==> config.mk <==
export PLATFORM = sky130hd
export DESIGN_NAME = fetch_unit_flat
export DESIGN_NICKNAME = d
export VERILOG_FILES = /design/src/rtl/cpu_pkg.sv /design/src/rtl/fetch_unit_if.sv /design/src/rtl/fetch_unit.sv /design/src/flat_wrapper.sv
export SDC_FILE = /design/constraint.sdc
export NUM_CORES = 1
export LEC_CHECK = 0
export ABC_AREA = 1
export CAP_MARGIN = 15
export CORE_MARGIN = 2
export CORE_UTILIZATION = 46
export DETAILED_ROUTE_END_ITERATION = 6
export GPL_TIMING_DRIVEN = 0
export PLACE_DENSITY = 0.86
export SYNTH_ARGS = -nofsm -noshare
export SYNTH_HDL_FRONTEND = slang
export SYNTH_SLANG_ARGS = --single-unit
==> constraint.sdc <==
create_clock -name clk -period 1.9 [get_ports clk]
set_clock_uncertainty 0.1 [all_clocks]
set_input_delay 0.285 -clock clk [delete_from_list [all_inputs] [get_ports clk]]
set_output_delay 0.285 -clock clk [all_outputs]
set_load 0.01 [all_outputs]
==> src/rtl/cpu_pkg.sv <==
// Shared CPU definitions: fetch FSM states, bus widths and opcode-format helpers.
package cpu_pkg;

  localparam int unsigned ADDR_W = 16;
  localparam int unsigned DATA_W = 8;
  localparam int unsigned INST_W = 16;
  localparam int unsigned LEN_W  = 2;

  // Opcode-byte bit that marks a 2-byte (one-argument) instruction.
  localparam int unsigned OPC_ONE_ARG_BIT = 7;

  localparam logic [ADDR_W-1:0] DEFAULT_RESET_PC = 16'h0000;

  typedef enum logic [1:0] {
    FETCH_HI,
    FETCH_LO,
    HOLD
  } fetch_state_t;

  function automatic logic is_two_byte(input logic [DATA_W-1:0] opc);
    return opc[OPC_ONE_ARG_BIT];
  endfunction

endpackage

==> src/rtl/fetch_unit_if.sv <==
// Fetch-stage bundle: byte memory bus, instruction handshake to the decoder and PC redirect.
interface fetch_unit_if;
  import cpu_pkg::*;

  logic              mem_req;
  logic [ADDR_W-1:0] mem_addr;
  logic              mem_ack;
  logic [DATA_W-1:0] mem_rdata;

  logic [INST_W-1:0] inst;
  logic              inst_valid;
  logic              inst_ready;
  logic [ADDR_W-1:0] inst_pc;
  logic [LEN_W-1:0]  inst_len;
  logic [ADDR_W-1:0] next_pc;

  logic              redirect;
  logic [ADDR_W-1:0] redirect_pc;

  modport master (
    output mem_req, mem_addr,
    input  mem_ack, mem_rdata,
    output inst, inst_valid, inst_pc, inst_len, next_pc,
    input  inst_ready,
    input  redirect, redirect_pc
  );

  modport slave (
    input  mem_req, mem_addr,
    output mem_ack, mem_rdata,
    input  inst, inst_valid, inst_pc, inst_len, next_pc,
    output inst_ready,
    output redirect, redirect_pc
  );

endinterface

==> src/rtl/fetch_unit.sv <==
// Instruction fetch: reads 1 or 2 bytes per instruction, presents a 16-bit word
// with valid/ready, and restarts at a new PC on redirect. One instruction in flight.
module fetch_unit
  import cpu_pkg::*;
#(
  parameter logic [ADDR_W-1:0] RESET_PC = DEFAULT_RESET_PC
) (
  input  logic          clk,
  input  logic          rst,
  fetch_unit_if.master  bus
);

  fetch_state_t      state_q, state_d;
  logic [ADDR_W-1:0] pc_q, pc_d;
  logic              mem_req_q, mem_req_d;
  logic [INST_W-1:0] inst_q, inst_d;
  logic              inst_valid_q, inst_valid_d;
  logic [ADDR_W-1:0] inst_pc_q, inst_pc_d;
  logic [LEN_W-1:0]  inst_len_q, inst_len_d;
  logic [ADDR_W-1:0] next_pc_q, next_pc_d;

  logic              ack;
  logic [ADDR_W-1:0] pc_inc;

  // Acks are honoured only against an outstanding request.
  assign ack    = mem_req_q && bus.mem_ack;
  assign pc_inc = pc_q + ADDR_W'(1);

  // State register and registered outputs.
  always_ff @(posedge clk) begin
    if (rst) begin
      state_q      <= FETCH_HI;
      pc_q         <= RESET_PC;
      mem_req_q    <= 1'b0;
      inst_q       <= '0;
      inst_valid_q <= 1'b0;
      inst_pc_q    <= '0;
      inst_len_q   <= '0;
      next_pc_q    <= '0;
    end else begin
      state_q      <= state_d;
      pc_q         <= pc_d;
      mem_req_q    <= mem_req_d;
      inst_q       <= inst_d;
      inst_valid_q <= inst_valid_d;
      inst_pc_q    <= inst_pc_d;
      inst_len_q   <= inst_len_d;
      next_pc_q    <= next_pc_d;
    end
  end

  // Next-state and next-output logic; redirect overrides everything.
  always_comb begin
    state_d      = state_q;
    pc_d         = pc_q;
    mem_req_d    = mem_req_q;
    inst_d       = inst_q;
    inst_valid_d = inst_valid_q;
    inst_pc_d    = inst_pc_q;
    inst_len_d   = inst_len_q;
    next_pc_d    = next_pc_q;

    if (bus.redirect) begin
      pc_d         = bus.redirect_pc;
      state_d      = FETCH_HI;
      inst_valid_d = 1'b0;
      mem_req_d    = 1'b0;
    end else begin
      case (state_q)
        FETCH_HI: begin
          mem_req_d = 1'b1;
          if (ack) begin
            inst_d[INST_W-1:DATA_W] = bus.mem_rdata;
            inst_pc_d               = pc_q;
            pc_d                    = pc_inc;
            if (is_two_byte(bus.mem_rdata)) begin
              state_d = FETCH_LO;
            end else begin
              inst_d[DATA_W-1:0] = '0;
              inst_len_d         = LEN_W'(1);
              next_pc_d          = pc_inc;
              inst_valid_d       = 1'b1;
              mem_req_d          = 1'b0;
              state_d            = HOLD;
            end
          end
        end
        FETCH_LO: begin
          mem_req_d = 1'b1;
          if (ack) begin
            inst_d[DATA_W-1:0] = bus.mem_rdata;
            pc_d               = pc_inc;
            inst_len_d         = LEN_W'(2);
            next_pc_d          = pc_inc;
            inst_valid_d       = 1'b1;
            mem_req_d          = 1'b0;
            state_d            = HOLD;
          end
        end
        HOLD: begin
          mem_req_d    = 1'b0;
          inst_valid_d = 1'b1;
          if (bus.inst_ready) begin
            inst_valid_d = 1'b0;
            mem_req_d    = 1'b1;
            state_d      = FETCH_HI;
          end
        end
        default: begin
          state_d   = FETCH_HI;
          mem_req_d = 1'b0;
        end
      endcase
    end
  end

  assign bus.mem_req    = mem_req_q;
  assign bus.mem_addr   = pc_q;
  assign bus.inst       = inst_q;
  assign bus.inst_valid = inst_valid_q;
  assign bus.inst_pc    = inst_pc_q;
  assign bus.inst_len   = inst_len_q;
  assign bus.next_pc    = next_pc_q;

endmodule

==> src/flat_wrapper.sv <==
// flat-port wrapper written by rule: the top's interface ports become plain ports
module fetch_unit_flat import cpu_pkg::*;
#(
  parameter logic [ADDR_W-1:0] RESET_PC = DEFAULT_RESET_PC
)
  (clk, rst, bus_mem_req, bus_mem_addr, bus_mem_ack, bus_mem_rdata, bus_inst, bus_inst_valid, bus_inst_pc, bus_inst_len, bus_next_pc, bus_inst_ready, bus_redirect, bus_redirect_pc);
  fetch_unit_if bus_i ();
  input  logic clk;
  input  logic rst;
  output wire logic [$bits(bus_i.mem_req)-1:0] bus_mem_req;
  output wire logic [$bits(bus_i.mem_addr)-1:0] bus_mem_addr;
  input wire logic [$bits(bus_i.mem_ack)-1:0] bus_mem_ack;
  input wire logic [$bits(bus_i.mem_rdata)-1:0] bus_mem_rdata;
  output wire logic [$bits(bus_i.inst)-1:0] bus_inst;
  output wire logic [$bits(bus_i.inst_valid)-1:0] bus_inst_valid;
  output wire logic [$bits(bus_i.inst_pc)-1:0] bus_inst_pc;
  output wire logic [$bits(bus_i.inst_len)-1:0] bus_inst_len;
  output wire logic [$bits(bus_i.next_pc)-1:0] bus_next_pc;
  input wire logic [$bits(bus_i.inst_ready)-1:0] bus_inst_ready;
  input wire logic [$bits(bus_i.redirect)-1:0] bus_redirect;
  input wire logic [$bits(bus_i.redirect_pc)-1:0] bus_redirect_pc;
  assign bus_mem_req = bus_i.mem_req;
  assign bus_mem_addr = bus_i.mem_addr;
  assign bus_i.mem_ack = bus_mem_ack;
  assign bus_i.mem_rdata = bus_mem_rdata;
  assign bus_inst = bus_i.inst;
  assign bus_inst_valid = bus_i.inst_valid;
  assign bus_inst_pc = bus_i.inst_pc;
  assign bus_inst_len = bus_i.inst_len;
  assign bus_next_pc = bus_i.next_pc;
  assign bus_i.inst_ready = bus_inst_ready;
  assign bus_i.redirect = bus_redirect;
  assign bus_i.redirect_pc = bus_redirect_pc;
  fetch_unit #(.RESET_PC(RESET_PC)) u_core (.clk(clk), .rst(rst), .bus(bus_i));
endmodule
[Word-level counts from Yosys, hierarchy flattened]
Cells that the tools add are included.
Word-level totals
  register bits: 70
  bits of input ports: 29
  output and inout port bits: 68
  logic and storage cells: 58
Operators by class
  $add $sub $neg: 1
  equal/unequal tests: 6
  muxes and demuxes: 28
  bitwise logic cells: 1
  reduce and logical (&&, ||, !) cells: 13
Operators with widths (number)
  16-bit two-way mux: 5
  16-bit one-hot mux with 2 select lines: 1
  8-bit two-way mux: 3
  16-bit by 1-bit adder with 16-bit output, second input constant: 1
  8-bit one-hot mux with 2 select lines: 1
  2-bit two-way mux: 6
  1-bit two-way mux: 8
  1-bit one-hot mux with 3 select lines: 2
  2-bit one-hot mux with 3 select lines: 1
  3-bit AND reduction: 2
  2-bit nonzero test: 3
  5-bit AND reduction: 1
  2-bit by 1-bit != test with 1-bit output, second input constant: 2
  2-bit != test, second input constant: 2
  2-bit one-hot mux with 2 select lines: 1
  4-bit AND reduction: 1
  2-bit OR reduction: 2
  3-bit nonzero test: 1
  2-bit by 1-bit == test with 1-bit output, second input constant: 1
  2-bit == test, second input constant: 1
  2-bit zero test: 1
  2-bit AND reduction: 1
  1-bit logical AND: 1
  1-bit NOT: 1

[Depth between registers and ports, before layout]
Gate-level depths: netlist (run 1).
  depth after elaboration: 4
  gate-level depth with buffers: 8
  depth with buffers taken out: 8

[Worst setup path after synthesis (run 1)]
OpenSTA, ideal clock, no wires.
  kind: register to register
  start point: reg u_core.mem_req_q (netlist: u_core.bus.mem_req)
  end point: reg u_core.inst_len_q[1] (netlist: u_core.bus.inst_len[1])
  arrival time: 1.234 ns
  data required time: 1.672 ns
  path slack: 0.438 ns
  cell stages (with the launch flop): 9
  cells stage by stage: dfxtp_1 > nand2_2 > nor2_4 > nand2_4 > nor2_8 > inv_2 > buf_6 > a21oi_1 > nor2_1
On the way
  longest elaborated chain between the ends: 3
  elaborated cells on any way between the ends: 4
Ends and longest elaborated chain
  start, declared: RTL line fetch_unit.sv:15  | logic mem_req_q, mem_req_d;
  start signal, assigned: RTL line fetch_unit.sv:43  | mem_req_q <= mem_req_d;
  1-bit logical AND (*): RTL line fetch_unit.sv:26  | assign ack = mem_req_q && bus.mem_ack;
  2-bit by 1-bit != test with 1-bit output (no line)
  5-bit AND reduction (no line) (*)
  end signal, assigned: RTL line fetch_unit.sv:47  | inst_len_q <= inst_len_d;
  end, declared: RTL line fetch_unit.sv:19  | logic [LEN_W-1:0] inst_len_q, inst_len_d;
Mark *: on every way between the ends. The rest lies on a longest branch, timed or not.
A chain may end at the register's enable or synchronous reset.

[Worst setup path in the final report (run 1)]
  start point: reg u_core.pc_q[2] (netlist: u_core.bus.mem_addr[2])
  end point: out bus_mem_addr[2]
RTL lines
  start, declared: RTL line fetch_unit.sv:14  | logic [ADDR_W-1:0] pc_q, pc_d;
  start signal, assigned: RTL line fetch_unit.sv:42  | pc_q <= pc_d;
  end, declared: RTL line flat_wrapper.sv:11  | output wire logic [$bits(bus_i.mem_addr)-1:0] bus_mem_addr;
No word-level cell between the ends.

==> results.cfg, run 1 <==
[setup_path]
rr_worst_depth = 7
crit_family = buffers and inverters
reg2reg_from = u_core.bus.mem_addr[0]
r2r_slack_ps = 230
crit_slowest_cell = clkdlybuf4s50_1
start_kind = flip-flop
worst-path-buf-inv = 1
cp-end-kind = output pin
cp_max_fo = 7
critPathArrivalTime_ps = 1450
r2r-end = u_core.bus.next_pc[10]
crit_chain = clkdlybuf4s50_1
crit_type = flip-flop to output pin
cpPeakStageDelay_ps = 620
critPathRequiredTime_ps = 1510

[placement]
place_congestion = 0.876
io_buffers = 94
dp.cells = 570
postPlaceCellArea_um2 = 4060
place.detailed.hpwl_mm = 6.58

[clocking]
numClockSinks = 70
cts_buffers = 9
clk_pin_slew_ps = 70
clk_latency_ps = 340
cts_setup_buffers = 0
cts_tree = built
cts_root_buffer = clkbuf_8
cts.path.max_buffers = 2
cts_htree_levels = 3
cts.hold.buffers_added = 0
cts_resized = 0

[yosys]
yosysWarnings = 0
ys_seq_area_share_pct = 46.4
syn_avg_cell_area_um2 = 7.57
synthSimpleGateAreaFrac_pct = 27.6
synth-adder-area-share_pct = 0.414
netlist_instances = 399
syn_area_um2 = 3020
synth_mux_area_share_pct = 0
ys_ff_latch = 70
synth_xor_xnor_area_share_pct = 2.03
synth_compound_area_share_pct = 15.9
synth_top_family_by_area = simple AND/OR/NAND/NOR gates
yosys-top-cells-area = dfxtp_1, nand2_1, a21oi_1
yosysUniqueCellTypes = 29
synth_top_cell_area_share_pct = 46.4
synth_top_area_cell = dfxtp_1
synthesis.nets = 429

[grt]
grt_use_total_pct = 24.8
antenna_found_initial = 0
overflow = 0
grt_pass1_vias = 2960
grt_pass1_wl_mm = 14.2
grt_max_degree = 11

[die]
die_h_um = 85.1
core_area_um2 = 6350
die-area_um2 = 7230
die_w_um = 85.1
start_util_pct = 47.6
rows = 29
num_io_pins = 97

[layout]
n_antenna_cell = 0
final_cells = 584
drive_gt1_share_pct = 7.69
area_growth_pct = 40.6
stdcell_area_um2 = 4250
nets = 534

[worst_hold_path]
min_from = bus_redirect
hold_path.class = input pin to flip-flop
hold_depth = 4
hold_end = u_core.bus.next_pc[9]

[drt]
first_iter_violations = 218
vias = 3186
postRouteAntennaNets = 0
wl_per_cell_um = 15.3
dr.pass1.iters = 5
vias_per_cell = 5.46
wl_mm = 8.92
drc = 0

[sta]
slew_viol_final = 0
setup_viol = 0
maxSlewHeadroom_pct = 65.3
min_period_over_period_pct = 96.5
rsz0062_at_grt = no
max_freq_mhz = 546
period_needed_ps = 1830
tightest_slew_ps = 521
finalHoldViolCount = 0

[power]
power_density_nw_per_um2 = 718
peakVddDrop_mv = 0.455
p_leak_uw = 0.00154

[run]
cap_violations = 0

[run_status]
status = complete, no violations
==> synthesized netlist by cell type <==
cell type and n:
xnor2_1 3, clkbuf_1 9, nor2_4 2, ha_1 1, nand2_2 1, o21ai_1 2
a22oi_1 11, nand2_1 107, a31oi_1 4, o21bai_1 2, xor2_1 4, nor2_8 1
nor2_2 3, dfxtp_1 70, buf_2 4, inv_1 21, o21ai_0 6, nor2_1 25
nor3_1 3, buf_6 6, o221ai_1 1, nand3_1 40, nand2_4 2, buf_4 3
a211oi_1 1, inv_2 3, nand4_1 2, nand3_2 2, a21oi_1 60
==> placed cells by master, fill, tap and decap left out, types with 2 or more instances in the layout <==
cell type and n:
a22oi_1 11, nor2_1 25, dfxtp_1 70, a21oi_1 60, xnor2_1 3, nor2_4 2
nand3_1 40, buf_2 4, inv_1 21, nor3_1 3, o21ai_1 2, inv_2 3
clkdlybuf4s50_1 94, nand4_1 2, o21ai_0 6, clkbuf_8 11, o21bai_1 2, nand2_4 2
clkbuf_1 11, xor2_1 4, buf_4 3, nand2_1 107, nand3_2 2, buf_6 6
nor2_2 3, a31oi_1 4
==> metal layers <==
metal,GRT usage [%],wire length [um],vias to the layer above
met4,8.37,191,0
met5,0,0,-
met3,4.47,779,20
li1,-,-,1534
met1,31.1,3630,1460
met2,42.8,4320,172
==> how the worst max path moves through the flow <==
stage | from | to | slack, ps | cells after the start
2_1_floorplan | u_core.bus.mem_req | u_core.bus.inst_len[1] | 440 | 8
3_3_place_gp | bus_mem_ack | u_core.bus.inst_pc[11] | -80 | 9
3_5_place_dp | bus_mem_ack | u_core.bus.inst_pc[4] | -140 | 9
4_1_cts | u_core.bus.mem_addr[2] | bus_mem_addr[2] | 60 | 1
5_1_grt | u_core.bus.mem_addr[2] | bus_mem_addr[2] | 40 | 1
6_report | u_core.bus.mem_addr[2] | bus_mem_addr[2] | 70 | 1
==> cell families (layout without fill, tap and decap cells) <==
kind of cell	after synthesis	count (layout)
fa+ha+maj	1	1
compound gates	87	87
flops	70	70
buf+inv	46	154
simple gates	188	188
xor+xnor	7	7
==> report_power, final <==
group / internal [uW] / total, uW / leakage, uW / switching [uW]
registers: 1500 / 1550 / 0.000568 / 47.9
clock network: 665 / 1180 / 0.0000956 / 512
logic: 160 / 322 / 0.000876 / 162
total: 2330 / 3050 / 0.00154 / 722
==> through the flow <==
stage | setup TNS (ps) | setup WS [ps] | utilization [%] | hold slack [ps] | power (uW)
after global placement | -1800 | -76.3 | 63.9 | 347 | 1890
after CTS | 0 | 58.7 | 66.9 | 298 | 3060
after detailed placement | -3650 | -139 | 63.9 | 353 | 1900
final | 0 | 67.1 | 66.9 | 306 | 3050
after floorplan | 0 | 438 | - | 328 | 1720
after global routing | 0 | 38.2 | 66.9 | 332 | 3150
==> cell type report <==
class                      instances  area, um^2
inverter                          24        90.1
tap                               77        96.3
sequential                        70        1400
clock buffer                      13         159
clock inverter                     1        30.0
buffer                            22         144
timing repair buffer              94         941
fill                             539        2100
multi-input combinational        283        1390
==> sequential cells by signal, summed over array words and instances, names as in the netlist <==
name	count
u_core.bus.inst	16
u_core.bus.inst_pc	16
u_core.bus.next_pc	16
u_core.bus.mem_req	1
u_core.bus.inst_valid	1
u_core.bus.mem_addr	16
u_core.state_q	2
u_core.bus.inst_len	2
(Power assumes the default switching activity.)
==> run 2: changes to the inputs <==
Settings changed: TNS_END_PERCENT set to 100.
==> results of run 2 <==
Final layout, timing and power as in run 1 (identical DEF).
